<file path="src/rtl/dehaze_atmos_ctrl.sv">
// dehaze_atmos_ctrl: per-frame dark-channel max/size measurement publishing atmospheric light A.
// Optional temporal smoothing of A when DEHAZE_ATMOS_IIR_EN is defined.
module dehaze_atmos_ctrl #(
  parameter int                DATA_W = 8,
  parameter int                CNT_W  = 12,
  parameter logic [DATA_W-1:0] A_MIN  = 8'd180,
  parameter logic [DATA_W-1:0] A_INIT = 8'd255
) (
  input  logic              pixelclk,
  input  logic              reset_n,
  input  logic [DATA_W-1:0] i_min,
  input  logic              i_vsync,
  input  logic              i_de,
  output logic [DATA_W-1:0] o_atmos,
  output logic              o_atmos_valid,
  output logic              o_frame_done,
  output logic [CNT_W-1:0]  o_width,
  output logic [CNT_W-1:0]  o_height,
  output logic [CNT_W-1:0]  o_frame_cnt
);
  typedef enum logic [1:0] {S_WAIT, S_ACC, S_UPD} state_t;
  state_t r_state, w_next;
  logic [DATA_W-1:0] r_max, r_atmos, w_clamp, w_pub;
  logic [CNT_W-1:0]  r_col, r_row, r_line_w, r_width, r_height, r_fcnt;
  logic              r_vs_d, r_deg_d, r_valid, r_done;
  logic              w_vs_rise, w_deg, w_deg_fall;
  assign w_vs_rise  = i_vsync & ~r_vs_d;
  assign w_deg      = i_de & ~i_vsync;
  assign w_deg_fall = r_deg_d & ~w_deg;
  assign w_clamp    = (r_max > A_MIN) ? r_max : A_MIN;
`ifdef DEHAZE_ATMOS_IIR_EN
  logic [DATA_W+1:0] w_sum;
  assign w_sum = {1'b0, r_atmos, 1'b0} + {2'b0, r_atmos} + {2'b0, w_clamp} + (DATA_W+2)'(2);
  // the first frame after reset has no history to blend with
  assign w_pub = r_valid ? w_sum[DATA_W+1:2] : w_clamp;
`else
  assign w_pub = w_clamp;
`endif
  always_ff @(posedge pixelclk or negedge reset_n) begin
    if (!reset_n) r_state <= S_WAIT;
    else          r_state <= w_next;
  end
  always_comb begin
    w_next = r_state;
    w_next = (r_state == S_UPD) ? S_ACC :
             !w_vs_rise         ? r_state :
             (r_state == S_WAIT) ? S_ACC : S_UPD;
  end
  always_ff @(posedge pixelclk or negedge reset_n) begin
    if (!reset_n) begin
      r_vs_d   <= 1'b0;
      r_deg_d  <= 1'b0;
      r_max    <= '0;
      r_col    <= '0;
      r_row    <= '0;
      r_line_w <= '0;
      r_atmos  <= A_INIT;
      r_valid  <= 1'b0;
      r_done   <= 1'b0;
      r_width  <= '0;
      r_height <= '0;
      r_fcnt   <= '0;
    end else begin
      r_vs_d  <= i_vsync;
      r_deg_d <= w_deg;
      r_done  <= 1'b0;
      if (r_state == S_WAIT) begin
        if (w_vs_rise) begin
          r_max <= '0;
          r_col <= '0;
          r_row <= '0;
        end
      end else if (r_state == S_ACC) begin
        if (w_deg) begin
          r_max <= (i_min > r_max) ? i_min : r_max;
          r_col <= (&r_col) ? r_col : r_col + 1'b1;
        end
        // a line closed by vsync still falls here in the vs_rise cycle
        if (w_deg_fall) begin
          r_line_w <= r_col;
          r_col    <= '0;
          r_row    <= (&r_row) ? r_row : r_row + 1'b1;
        end
      end else begin
        r_atmos  <= w_pub;
        r_width  <= r_line_w;
        r_height <= r_row;
        r_done   <= 1'b1;
        r_valid  <= 1'b1;
        r_fcnt   <= (&r_fcnt) ? r_fcnt : r_fcnt + 1'b1;
        r_max    <= '0;
        r_col    <= '0;
        r_row    <= '0;
        r_line_w <= '0;
      end
    end
  end
  assign o_atmos       = r_atmos;
  assign o_atmos_valid = r_valid;
  assign o_frame_done  = r_done;
  assign o_width       = r_width;
  assign o_height      = r_height;
  assign o_frame_cnt   = r_fcnt;
endmodule

</file>
<file path="config.mk">
export PLATFORM = sky130hd
export DESIGN_NAME = dehaze_atmos_ctrl
export DESIGN_NICKNAME = d
export VERILOG_FILES = /design/src/rtl/dehaze_atmos_ctrl.sv
export SDC_FILE = /design/constraint.sdc
export NUM_CORES = 1
export LEC_CHECK = 0
export BUFFER_PORTS_ARGS = -buffer_cell sky130_fd_sc_hd__buf_4
export CAP_MARGIN = 20
export CORE_MARGIN = 5
export CORE_UTILIZATION = 50
export DETAILED_ROUTE_END_ITERATION = 10
export GPL_TIMING_DRIVEN = 0
export PLACE_DENSITY = 0.74
export SKIP_CTS_REPAIR_TIMING = 1
export SLEW_MARGIN = 5
export SYNTH_ARGS = -nofsm -noshare
export SYNTH_HDL_FRONTEND = slang
export SYNTH_SLANG_ARGS = --single-unit
</file>
<file path="constraint.sdc">
create_clock -name pixelclk -period 3.8 [get_ports pixelclk]
set_clock_uncertainty 0.2 [all_clocks]
set_input_delay 0.76 -clock pixelclk [delete_from_list [all_inputs] [get_ports pixelclk]]
set_output_delay 0.76 -clock pixelclk [all_outputs]
set_load 0.005 [all_outputs]
</file>
==> impl_metrics.yaml, run 1 <==
power_and_ir_drop:
  pwr-share-seq_pct: 47.7
  cellLeakagePower_nw: 2.39
  p_total_mw: 2.45
  pwr-share-comb_pct: 22.4
  p_sw_mw: 0.739
  clkPwrFrac_pct: 29.9
  ir_drop_uv: 287
  swShare_pct: 30.2
  intPower_mw: 1.71
  p_per_area_mw_per_mm2: 481
detailed_routing:
  ant_nets: 0
  vias: 3093
  firstDrtPassIters: 4
  drt-vias-per-instance: 5.57
  routed_wl_microns: 8410
  drc_errors: 0
  wl_per_cell_microns: 15.2
  dr.first_iter.drc_count: 198
synth:
  synth.avg_cell_area_sq_um: 11.4
  ys_warn_count: 0
  async_reset_ff_share_pct: 100
  ys_seq_area_share_pct: 55.2
  ys_ff_latch: 94
  netlist_area_sq_mm: 0.00428
  synth_edf_count: 0
  ys.flop_type: "dfrtp_1"
  syn_nets: 399
  yosysUniqueCellTypes: 56
  synthCells: 376
placement:
  hpwlAfterDp_microns: 6120
  gp_congestion: 0.858
  numPortBuffers: 57
timing:
  timing.fmax_ghz: 0.444
  maxSlewViolCount: 0
  worst_slew_pin_slew_ns: 0.636
  rsz0062_at_grt: "no"
  relSlewSlack_pct: 57.3
  setup-tns-final_ns: 0
  finalHoldViolCount: 0
  period_minus_slack_ns: 2.25
  setup_viol_count_final: 0
  fin_crit_sh_pct: 59.2
finish:
  num_antenna_cells: 0
  ff_latch_area_sq_mm: 0.00236
  drive_gt1_share_pct: 28.4
  area_growth_pct: 18.9
  multi_input_area_sq_mm: 0.00178
  num-fill-cells: 697
  finalNetCount: 468
  final_common_cell: "dfrtp_1"
  layout_common_cells: "dfrtp_1, buf_4, nand2_1"
floorplan:
  die-area_sq_mm: 0.0105
  initial_core_util_pct: 51.8
  rows: 33
  pin_count: 58
  die_y_microns: 103
  core_area_sq_mm: 0.00826
  die_x_microns: 103
setup_path:
  r2r_start: "r_max[1]$_DFFE_PN0P_"
  rrSetupSlack_ns: 1.62
  max_stage_delay_ns: 0.53
  critical_path_required_ns: 3.90
  startpoint: "i_min[1]"
  crit_path_cell_trace: "buf_4, ha_1, nor2b_1, o211ai_1, a21oi_1, o32ai_2, a22o_1"
  end_kind: "flop"
  start_kind: "input pin"
  r2r_cells: 7
  critPathArrivalTime_ns: 2.35
  critPathKind: "input pin to flop"
  critPathMaxFanout: 8
  reg2reg_to: "r_max[1]$_DFFE_PN0P_"
  timing.critical_path.slowest_stage_cell: "o32ai_2"
worst_hold_path:
  min_path_type: "input pin to async pin"
clock_tree:
  cts_tree: "built"
  clk_pin_slew_ns: 0.09
  root_buffer: "clkbuf_8"
  cts_buffers: 9
  h-tree-depth: 3
  clock_latency_ns: 0.36
  cts.sinks: 94
  clk_path_buf_depth: 2
job:
  maxCapViolations: 0
global_routing:
  grt_pass1_vias: 2910
  grt_max_degree: 67
  grt_antenna_before_repair: 0
  track_usage_pct: 16.9
  grt_pass1_wl_microns: 14000
  grt.overflow.total: 0
run_status:
  status: "completed"
-- logic make-up (layout without fill, tap and decap cells) --
group                      after synthesis  in the layout  share of synthesized area [%]
buffers and inverters                   32            106                           3.25
muxes                                   26             26                           6.78
and+or+nand+nor                        118            118                           14.3
adders and majority gates               11             11                           3.22
DFF                                     94             94                           55.2
xor gates and xnor gates                20             20                           4.09
AOI/OAI and AO/OA                       75             75                           13.2
-- final cells by class --
type / instances / share of cell area [%]
multi-input cells: 250 / 34.9
clock buffers: 10 / 2.70
repair buffers: 58 / 8.95
well taps: 105 / 2.58
clock inverters: 6 / 1.67
inverters: 18 / 1.33
flip-flops and latches: 94 / 46.4
plain buffers: 14 / 1.40
-- flip-flops by register name (all words and copies together), names as in the netlist --
register and count:
r_max 8, o_frame_cnt 12, r_row 12, o_atmos_valid 1
r_deg_d 1, r_state 2, o_atmos 8, o_width 12
o_frame_done 1, r_line_w 12, o_height 12, r_col 12
r_vs_d 1
-- how the worst max path moves through the flow --
| stage | slack [ns] | endpoint |
|---|---|---|
| 2_1_floorplan | 1.49 | r_max[0]$_DFFE_PN0P_ |
| 3_3_place_gp | 1.17 | r_max[5]$_DFFE_PN0P_ |
| 3_5_place_dp | 1.16 | r_max[1]$_DFFE_PN0P_ |
| 4_1_cts | 1.55 | r_max[7]$_DFFE_PN0P_ |
| 5_1_grt | 1.38 | r_max[6]$_DFFE_PN0P_ |
| 6_report | 1.55 | r_max[1]$_DFFE_PN0P_ |
-- Yosys cell counts (4+ instances only) --
library cell / n / area, sq um
dfrtp_1: 86 / 2150
nand2_1: 28 / 105
nor2_1: 26 / 97.6
mux2_2: 24 / 270
a22o_1: 20 / 175
inv_1: 18 / 67.6
o21ai_0: 17 / 85.1
nand3_1: 16 / 80.1
ha_1: 11 / 138
xnor2_1: 11 / 96.3
a21oi_1: 9 / 45.0
xor2_1: 9 / 78.8
dfstp_2: 8 / 210
nand4_1: 8 / 50.1
and3_1: 7 / 43.8
nor3_1: 6 / 30.0
buf_2: 5 / 25.0
nor4_1: 5 / 31.3
clkbuf_1: 4 / 15.0
-- worst max-delay path, delay by kind of cell --
kind / cells / cell delay [ns]
AOI/OAI and AO/OA: 4 / 1.05
adders and majority gates: 1 / 0.29
and+or+nand+nor: 1 / 0.13
buffers and inverters: 1 / 0.11
-- metal layers --
layer / vias to the layer above / track usage (%) / wire length (microns)
li1: 1484 / - / -
met1: 1530 / 24.5 / 4020
met5: - / 0 / 0
met4: 0 / 5.15 / 84
met3: 9 / 3.99 / 470
met2: 70 / 25.4 / 3830
-- through the flow --
stage	cell area (sq um)	cells	hold slack (ns)	util, %	worst slack [ns]
CTS	5090	555	0.119	61.6	1.55
global placement	4840	538	0.254	58.6	1.17
detailed placement	4870	539	0.254	58.9	1.16
floorplan	4280	376	0.258	-	1.49
global route	5090	555	0.137	61.6	1.38
finish	5090	555	0.122	61.6	1.55
-- power groups by stage --
| stage | clock network [mW] | registers (mW) | logic (mW) |
|---|---|---|---|
| floorplan | 0 | 1.17 | 0.342 |
| global placement | 0 | 1.18 | 0.534 |
| detailed placement | 0 | 1.19 | 0.556 |
| CTS | 0.746 | 1.17 | 0.558 |
| global route | 0.788 | 1.18 | 0.611 |
| finish | 0.733 | 1.17 | 0.549 |
(Power assumes the default switching activity.)
==> run 2: changes to the inputs <==
Clock period 3.8 ns to 2.2 ns, I/O delays scaled along.
==> impl_metrics.yaml, run 2 (synthesized netlist as in run 1, its figures left out) <==
setup_path:
  critPathArrivalTime_ns: 2.12
  r2r_start: "r_col[1]$_DFFE_PN0P_"
  reg2reg_to: "r_col[5]$_DFFE_PN0P_"
  start_kind: "flop"
  r2r_cells: 7
  critPathKind: "flop to flop"
  end_kind: "flop"
  critical_path_required_ns: 2.25
  critPathMaxFanout: 8
  rrSetupSlack_ns: 0.13
placement:
  hpwlAfterDp_microns: 6120
  numPortBuffers: 57
  gp_congestion: 0.858
  dpl_cell_area_sq_mm: 0.00487
timing:
  maxSlewViolCount: 0
  hold_slack_ns: 0.111
  finalHoldViolCount: 0
  rsz0062_at_grt: "yes"
  timing.fmax_ghz: 0.484
  fin_crit_sh_pct: 93.9
  relSlewSlack_pct: 59.0
  period_minus_slack_ns: 2.07
  worst_slew_pin_slew_ns: 0.606
  setup_viol_count_final: 0
global_routing:
  grt_antenna_before_repair: 0
  track_usage_pct: 16.9
  grt_max_degree: 67
  grt.overflow.total: 0
  grt_pass1_vias: 2910
  grt_pass1_wl_microns: 14000
run_status:
  status: "completed"
floorplan:
  rows: 33
  die_x_microns: 103
  die_y_microns: 103
  die-area_sq_mm: 0.0105
  core_area_sq_mm: 0.00826
  initial_core_util_pct: 51.8
  pin_count: 58
detailed_routing:
  ant_nets: 0
  firstDrtPassIters: 6
  dr.first_iter.drc_count: 180
  drc_errors: 0
  drt-vias-per-instance: 5.49
  wl_per_cell_microns: 15.3
  vias: 3064
  routed_wl_microns: 8560
finish:
  ff_latch_area_sq_mm: 0.00236
  finalInstanceArea_sq_mm: 0.00515
  finalNetCount: 471
  layout_common_cells: "dfrtp_1, buf_4, nand2_1"
  num-fill-cells: 696
  final_common_cell: "dfrtp_1"
  multi_input_area_sq_mm: 0.00181
  area_growth_pct: 20.3
  num_antenna_cells: 0
  drive_gt1_share_pct: 29.4
worst_hold_path:
  min_path_type: "input pin to flop"
  whs_endpoint: "r_max[2]$_DFFE_PN0P_"
  min-delay-start: "i_min[2]"
  holdPathStages: 2
clock_tree:
  h-tree-depth: 3
  cts_buffers: 9
  root_buffer: "clkbuf_8"
  clk_path_buf_depth: 2
  cts.sinks: 94
  cts_tree: "built"
  clock_latency_ns: 0.37
  clk_pin_slew_ns: 0.09
power_and_ir_drop:
  ir_drop_uv: 496
  p_per_area_mw_per_mm2: 828
  p_total_mw: 4.26
  cellLeakagePower_nw: 2.40
job:
  maxCapViolations: 0
==> run 2: cell types whose count changed in the layout (fill, tap and decap cells not counted) <==
cell / delta
o32ai_4: +1
nor3_2: +1
dlygate4sd3_1: +2
nor3_1: -1
dfrtp_2: +1
buf_4: +1
ha_1: -1
ha_4: +1
dfrtp_1: -1
o32ai_2: -1
a32o_1: -1
a32o_2: +1
==> run 2: area by class of cell <==
type,instances,share of cell area (%)
Multi-Input combinational cell,250,35.1
Buffer,14,1.39
Inverter,18,1.31
Clock inverter,6,1.65
Tap cell,105,2.55
Clock buffer,10,2.67
Sequential cell,94,45.9
Timing Repair Buffer,61,9.38
==> run 2: through the flow <==
step                      setup TNS (ns)  util [%]  setup WS [ns]  std cells
after floorplan                        0         -          0.205        376
after global placement            -0.897      58.6         -0.115        538
after detailed placement           -1.03      58.9         -0.119        539
after CTS                      -0.000253      61.6      -0.000253        555
after global routing             -0.0278      62.3        -0.0168        558
final                                  0      62.3          0.133        558
==> run 2: how the worst max path moves through the flow <==
stage / from / end / slack, ns / cells past startpoint
floorplan: i_min[1] / r_max[0]$_DFFE_PN0P_ / 0.21 / 6
global placement: i_min[1] / r_max[5]$_DFFE_PN0P_ / -0.11 / 7
detailed placement: i_min[1] / r_max[1]$_DFFE_PN0P_ / -0.12 / 7
CTS: r_max[1]$_DFFE_PN0P_ / r_max[7]$_DFFE_PN0P_ / -0.0003 / 7
global route: r_max[1]$_DFFE_PN0P_ / r_max[6]$_DFFE_PN0P_ / -0.02 / 7
finish: r_col[1]$_DFFE_PN0P_ / r_col[5]$_DFFE_PN0P_ / 0.13 / 7
==> run 2: routing by layer <==
metal / part of all wire, % / routed length (microns) / vias to the layer above / global-route usage [%]
met3: 4.8 / 410 / 6 / 3.99
met2: 46 / 3920 / 54 / 25.4
met1: 48 / 4140 / 1513 / 24.5
met4: 1.1 / 95 / 0 / 5.15
li1: - / - / 1491 / -
met5: 0 / 0 / - / 0
==> run 2: worst max-delay path: stages (launching register included) <==
cell     delay, ns
dfrtp_1       0.44
ha_4          0.17
nand2_1       0.07
or4_1         0.49
buf_4         0.19
a21oi_4       0.21
o21ai_0       0.11
o41ai_1       0.07
==> run 2: power breakdown <==
part	leakage (nW)	switching, mW	internal, mW
combinational	1.04	0.545	0.426
clock	0.108	0.603	0.667
sequential	1.25	0.144	1.88
